<file path="src/rtl/regintfc_responder.sv">
// Register-interface target with a bank of read/write control registers, a read-only status word,
// a fixed number of response wait cycles and error responses for illegal accesses.

package regintfc_pkg;

   typedef struct packed {
      logic [31:0] addr;
      logic        write;
      logic [31:0] wdata;
      logic [3:0]  wstrb;
      logic        valid;
   } reg_req_t;

   typedef struct packed {
      logic [31:0] rdata;
      logic        error;
      logic        ready;
   } reg_rsp_t;

endpackage

module regintfc_responder
   import regintfc_pkg::*;
#(
   parameter int unsigned NUM_REGS  = 4,
   parameter logic [31:0] BASE_ADDR = 32'h0000_0000,
   parameter int unsigned LATENCY   = 1,
   parameter logic [31:0] RESET_VAL = 32'h0
) (
   input  logic                     clk_i,
   input  logic                     rst_i,
   input  reg_req_t                 reg_req_i,
   output reg_rsp_t                 reg_rsp_o,
   input  logic [31:0]              status_i,
   output logic [NUM_REGS*32-1:0]   regs_o,
   output logic [NUM_REGS-1:0]      reg_wr_o
);

   localparam logic [1:0] StIdle = 2'd0;
   localparam logic [1:0] StWait = 2'd1;
   localparam logic [1:0] StResp = 2'd2;

   // WAIT lasts LATENCY-1 cycles; the counter holds the number of WAIT cycles still to go.
   localparam int unsigned WaitLoad = (LATENCY > 1) ? LATENCY - 2 : 0;

   logic [1:0]                 state_q, state_d;
   logic [3:0]                 cnt_q, cnt_d;
   logic [NUM_REGS-1:0][31:0]  regs_q, regs_d;
   logic [NUM_REGS-1:0]        wr_q, wr_d;
   logic [31:0]                rdata_q, rdata_d;
   logic                       error_q, error_d;

   logic        accept;
   logic [31:0] addr_diff;
   logic [29:0] off;
   logic        in_range;
   logic        is_status;
   logic        legal;
   logic [31:0] rd_val;

   // BASE_ADDR is word aligned, so the low bits of the difference equal the low address bits.
   assign accept    = (state_q == StIdle) && reg_req_i.valid;
   assign addr_diff = reg_req_i.addr - BASE_ADDR;
   assign off       = addr_diff[31:2];
   assign in_range  = (reg_req_i.addr >= BASE_ADDR) && (off <= 30'(NUM_REGS));
   assign is_status = (off == 30'(NUM_REGS));
   assign legal     = (addr_diff[1:0] == 2'b00) && in_range &&
                      !(reg_req_i.write && is_status);

   always_comb begin
      rd_val = '0;
      if (is_status) begin
         rd_val = status_i;
      end
      for (int unsigned i = 0; i < NUM_REGS; i++) begin
         if (off == 30'(i)) begin
            rd_val = regs_q[i];
         end
      end
   end

   always_comb begin
      state_d = state_q;
      cnt_d   = cnt_q;
      case (state_q)
         StIdle: begin
            if (reg_req_i.valid) begin
               if (LATENCY == 1) begin
                  state_d = StResp;
               end else begin
                  state_d = StWait;
                  cnt_d   = 4'(WaitLoad);
               end
            end
         end
         StWait: begin
            if (cnt_q == 4'd0) begin
               state_d = StResp;
            end else begin
               cnt_d = cnt_q - 4'd1;
            end
         end
         StResp:  state_d = StIdle;
         default: state_d = StIdle;
      endcase
   end

   // Everything about the transaction is resolved at acceptance; later request changes are ignored.
   always_comb begin
      regs_d  = regs_q;
      wr_d    = '0;
      rdata_d = rdata_q;
      error_d = error_q;
      if (accept) begin
         rdata_d = '0;
         error_d = !legal;
         if (legal && !reg_req_i.write) begin
            rdata_d = rd_val;
         end
         if (legal && reg_req_i.write) begin
            for (int unsigned i = 0; i < NUM_REGS; i++) begin
               if (off == 30'(i)) begin
                  wr_d[i] = 1'b1;
                  for (int unsigned b = 0; b < 4; b++) begin
                     if (reg_req_i.wstrb[b]) begin
                        regs_d[i][8*b +: 8] = reg_req_i.wdata[8*b +: 8];
                     end
                  end
               end
            end
         end
      end
   end

   always_ff @(posedge clk_i or posedge rst_i) begin
      if (rst_i) begin
         state_q <= StIdle;
         cnt_q   <= '0;
         regs_q  <= {NUM_REGS{RESET_VAL}};
         wr_q    <= '0;
         rdata_q <= '0;
         error_q <= 1'b0;
      end else begin
         state_q <= state_d;
         cnt_q   <= cnt_d;
         regs_q  <= regs_d;
         wr_q    <= wr_d;
         rdata_q <= rdata_d;
         error_q <= error_d;
      end
   end

   always_comb begin
      reg_rsp_o       = '0;
      reg_rsp_o.ready = (state_q == StResp);
      if (state_q == StResp) begin
         reg_rsp_o.rdata = rdata_q;
         reg_rsp_o.error = error_q;
      end
   end

   assign regs_o   = regs_q;
   assign reg_wr_o = wr_q;

endmodule

</file>
<file path="config.mk">
export PLATFORM = sky130hd
export DESIGN_NAME = regintfc_responder
export DESIGN_NICKNAME = d
export VERILOG_FILES = /design/src/rtl/regintfc_responder.sv
export SDC_FILE = /design/constraint.sdc
export NUM_CORES = 1
export LEC_CHECK = 0
export BUFFER_PORTS_ARGS = -buffer_cell sky130_fd_sc_hd__buf_2
export CAP_MARGIN = 40
export CORE_MARGIN = 2
export CORE_UTILIZATION = 46
export CTS_CLUSTER_SIZE = 10
export DETAILED_ROUTE_END_ITERATION = 16
export GPL_ROUTABILITY_DRIVEN = 0
export GPL_TIMING_DRIVEN = 0
export HOLD_SLACK_MARGIN = 0.12
export MAX_ROUTING_LAYER = met4
export PLACE_DENSITY = 0.8
export SYNTH_ARGS = -nofsm -noshare
export SYNTH_HDL_FRONTEND = slang
export SYNTH_SLANG_ARGS = --single-unit
export TNS_END_PERCENT = 30
</file>
<file path="constraint.sdc">
create_clock -name clk_i -period 4.9 [get_ports clk_i]
set_clock_uncertainty 0.05 [all_clocks]
set_input_delay 0.49 -clock clk_i [delete_from_list [all_inputs] [get_ports clk_i]]
set_output_delay 0.49 -clock clk_i [all_outputs]
set_load 0.01 [all_outputs]
</file>
==> implementation parameters <==
Parameter                              Value

Status
  Run status ... finished clean

Setup path
  Crit path max-delay family ... simple AND/OR/NAND/NOR gates
  Kind of critical path ... flop to flop
  Critical path arrival ... 3.21 ns
  Worst Path Required ... ~5.2 ns
  Critical Path Sink Type ... flop
  Type of origin of the critical path ... flop
  Worst r2r src ... state_q[1]
  Worst R2R End ... regs_o[73]
  Cell-by-cell trace of the critical path ... nand2b_1 > buf_2 > or3_4 > nor4_4 > nand4_2 > mux2_2
  Worst path max stage delay ... ~0.57 ns
  Worst setup slack for register-to-register paths ... 1.96 ns
  CP bufs+invs ... 1
  Critical-path top delay cell ... sky130_fd_sc_hd__nor4_4
  Cell depth of the worst flop-to-flop path ... 6
  Maximum fanout encountered on the critical timing path ... 8

Logic synthesis
  Area fraction in and, or, nand and nor cells after synthesis ... 0.1459
  Most frequent cells after synthesis ... sky130_fd_sc_hd__mux2_2 (172), sky130_fd_sc_hd__dfrtp_1 (166), sky130_fd_sc_hd__nand2_1 (99)
  Synth top area share ... 0.4959
  Syn nets ... 833
  Primary FF master, synth ... sky130_fd_sc_hd__dfrtp_1
  Share of synthesized area spent on multiplexers ... 0.2503
  Main combinational cell family by area after synthesis ... multiplexers
  Largest area contributor in the netlist ... sky130_fd_sc_hd__dfrtp_1
  Sequential fraction of the synthesis area ... 0.4959
  Most common cell in the synthesized netlist ... sky130_fd_sc_hd__mux2_2
  Syn. warnings ... 0
  Cell Area, Synth ... 0.008377 sq mm
  Number of flops mapped to enable cells by yosys ... 0
  Fraction of the mapped netlist area in compound gates ... 0.08170
  Number of distinct library cell variants in the gate-level netlist after synthesis ... 36
  Fraction of the mapped netlist area in adder cells ... 0
  XOR/XNOR share of the synthesized area ... 0
  Post-synthesis instance total ... about 730
  Syn_area_per_cell ... around 11 sq um
  Synthesis-stage register bit count ... 166
  Area contributors post-synth ... sky130_fd_sc_hd__dfrtp_1 (50%), sky130_fd_sc_hd__mux2_2 (23%), sky130_fd_sc_hd__nand2_1 (4.4%), sky130_fd_sc_hd__o21ai_0 (3.4%), sky130_fd_sc_hd__o31ai_1 (2.6%)
  Async SR Flop Fraction ... 1.000

Power and ir drop
  Share of power burned in the clock network ... 0.486
  Gate power share ... 0.070
  Total internal power ... around 2.4 mW
  Switching power as a share of total power ... 0.2299
  Net load switching power ... 0.7102 mW
  Lkg Pwr ... 5.932 nW
  Power Dens Cells ... between 200 and 300 mW/mm^2
  Peak supply drop ... 0.0002379 V
  Flop pwr share ... 0.444

STA
  Post-layout min period ... between 2 and 3 ns
  Final clock period utilization by the worst path ... 0.6007
  Setup total negative slack ... 0 ns
  Max_slew headroom ... 0.3727
  Highest achievable clock rate ... 0.3397 GHz
  Count of final setup violators ... 0
  Setup repair after global routing missed its margin ... no
  Tightest Pin Transition ... 0.9338 ns
  Final number of max-transition violations ... 0
  Final Hold Fails ... 0

Clock network
  Post-CTS setup buffer count ... 0
  Num Clock Sinks ... between 150 and 200
  Root Driver ... sky130_fd_sc_hd__clkbuf_16
  Number of buffers inserted for hold repair after clock tree synthesis ... 1
  Buffers from clock root to sink, at most ... 2
  CTS tree ... yes
  Source-to-sink clock delay at the later pin of the worst-skew pair ... between 0.4 and 0.5 ns
  Clock transition time at the flip-flop clock pins of the worst setup and hold paths ... 0.07 ns
  Post-cts resize count ... 0
  Number of clock buffers inserted by TritonCTS ... 17
  # H-tree levels ... 4

Global routing
  Number of global-route vias before repair ... 7193
  All-layer global routing usage ... 0.2860
  First-pass GRT wire length ... 41220 um
  Leftover overflow at the end of global routing ... 0
  Pin count of the biggest net entering global routing ... 40
  Number of antenna violations at the first check in global routing ... 3

Min path
  Class of the most critical hold timing path ... input pin to flop
  WHS Endpoint ... regs_o[118]
  Worst hold start ... reg_req_i[27]
  Hold path cells ... 2

Routing
  Iteration-0 DRC count of the detailed router ... 465
  Final routed wirelength across all metal layers ... 27050 um
  Routed length on met3 ... between 1500 and 2000 um
  Final ANT Viol Nets ... 0
  Drt via density ... 5.641
  Number of detailed-routing iterations run before antenna repair ... 5
  Drt drc ... 0
  Wire length per cell after detailed routing ... 21.38 um
  Via count ... 7136
  Uppermost routed layer ... met4
  Post-route met1 wirelength ... around 11000 um
  Met2 layer wire length in the routed design ... 12880 um

Die
  Number of rows in the core area ... just under 50
  Die Footprint ... 0.01931 sq mm
  Boundary Pins ... 270
  Overall die height ... 138.9 um
  Effective utilization at floorplan ... 0.4679
  Die width ... 138.9 um
  Core footprint ... between 0.015 and 0.02 sq mm

Finish
  Net count of the finished layout ... 1125
  Layout cell share with drive strength beyond 1 ... 0.4947
  Post-route core utilization ... 0.6015
  Filler cell count ... roughly 1500
  Relative area change from synthesis to final layout ... 28.54%
  Post-layout instance area ... 0.01077 sq mm

Run
  Number of max-capacitance violations reported ... 0

Place
  Placement Cell Area ... ~0.01 sq mm
  HPWL reported at the end of detailed placement ... 19540 um
  Number of port buffers ... roughly 270
==> registers in the layout, indices dropped and copies added, names as in the netlist <==
name	flops
reg_wr_o	4
rdata_q	32
error_q	1
state_q	1
regs_o	128
==> how the worst max path moves through the flow <==
stage / from / to / slack [ns] / cells after the start
floorplan: rst_i / error_q / 2.25 / 1
global placement: rst_i / regs_o[115] / 1.24 / 2
detailed placement: reg_req_i[47] / rdata_q[5] / 1.64 / 8
CTS: state_q[1] / regs_o[73] / 1.93 / 6
global route: state_q[1] / regs_o[34] / 1.85 / 7
finish: state_q[1] / regs_o[73] / 1.96 / 6
==> power groups by stage <==
| stage | Combinational (mW) | Clock (mW) | Sequential [mW] |
|---|---|---|---|
| final | 0.215 | 1.50 | 1.37 |
| after global routing | 0.236 | 1.57 | 1.37 |
| after CTS | 0.215 | 1.52 | 1.37 |
| after detailed placement | 0.214 | 0 | 1.40 |
| after global placement | 0.202 | 0 | 1.40 |
| after floorplan | 0.102 | 0 | 1.40 |
==> layout make-up <==
type | count | area (sq um) | area share
inverter | 4 | 18.77 | 0.001743
multi-input combinational | 513 | 4004 | 0.3718
clock inverter | 11 | 198.9 | 0.01848
antenna | 3 | 7.507 | 0.0006972
buffer | 46 | 203.9 | 0.01894
clock buffer | 20 | 456.7 | 0.04241
tap | 229 | 286.5 | 0.02661
timing repair buffer | 273 | 1438 | 0.1335
sequential | 166 | 4154 | 0.3858
==> cell families after synthesis <==
group                  Yosys count
muxes                          188
DFF                            166
and+or+nand+nor                211
buffers and inverters           50
AOI/OAI and AO/OA              114
==> through the flow <==
step / instances / total power [mW] / worst slack, ns / hold WS (ns)
detailed placement: 1230 / 1.611 / 1.636 / 0.4078
global placement: 1225 / 1.600 / 1.239 / 0.4009
global route: 1265 / 3.178 / 1.846 / 0.2757
CTS: 1262 / 3.109 / 1.930 / 0.2644
floorplan: 729 / 1.500 / 2.247 / 0.3902
finish: 1265 / 3.090 / 1.957 / 0.2777
==> layout by cell type, fill, tap and decap left out, types with 2 or more instances in the layout <==
cell                        netlist  layout
sky130_fd_sc_hd__a31o_2           5       5
sky130_fd_sc_hd__buf_12           0       4
sky130_fd_sc_hd__inv_1            4       3
sky130_fd_sc_hd__diode_2          0       3
sky130_fd_sc_hd__and2_1          34      34
sky130_fd_sc_hd__nor4_1           7       7
sky130_fd_sc_hd__dfrtp_1        166     166
sky130_fd_sc_hd__nor2_1           7       7
sky130_fd_sc_hd__nand3_2          4       4
sky130_fd_sc_hd__buf_6            3       4
sky130_fd_sc_hd__clkbuf_8         0       2
sky130_fd_sc_hd__buf_1            4       4
sky130_fd_sc_hd__nor3_1          10      10
sky130_fd_sc_hd__nand3_1          2       2
sky130_fd_sc_hd__nand2_1         99      99
sky130_fd_sc_hd__clkinv_4         0       5
sky130_fd_sc_hd__or3_4            2       2
sky130_fd_sc_hd__nand4_2          6       6
sky130_fd_sc_hd__mux2i_1         16      16
sky130_fd_sc_hd__nand4_1          2       2
sky130_fd_sc_hd__and3_1          22      22
sky130_fd_sc_hd__o31ai_1         29      29
sky130_fd_sc_hd__clkbuf_2         2       2
sky130_fd_sc_hd__o21ai_0         57      57
sky130_fd_sc_hd__a22o_1           5       5
sky130_fd_sc_hd__clkbuf_1        34      35
sky130_fd_sc_hd__mux2_2         172     172
sky130_fd_sc_hd__bufinv_16        0       5
sky130_fd_sc_hd__buf_2            2     269
sky130_fd_sc_hd__nand4_4          6       6
sky130_fd_sc_hd__a21oi_1         17      17
sky130_fd_sc_hd__or4_1            3       3
sky130_fd_sc_hd__clkbuf_16        0      17
==> per-layer routing <==
metal  vias up  GRT usage
met1      3517     0.3637
met2       343     0.4584
met4         0    0.09835
met3        63    0.05939
li1       3213          -
met5         -          -
No activity file was read; power rests on OpenSTA's default activity.
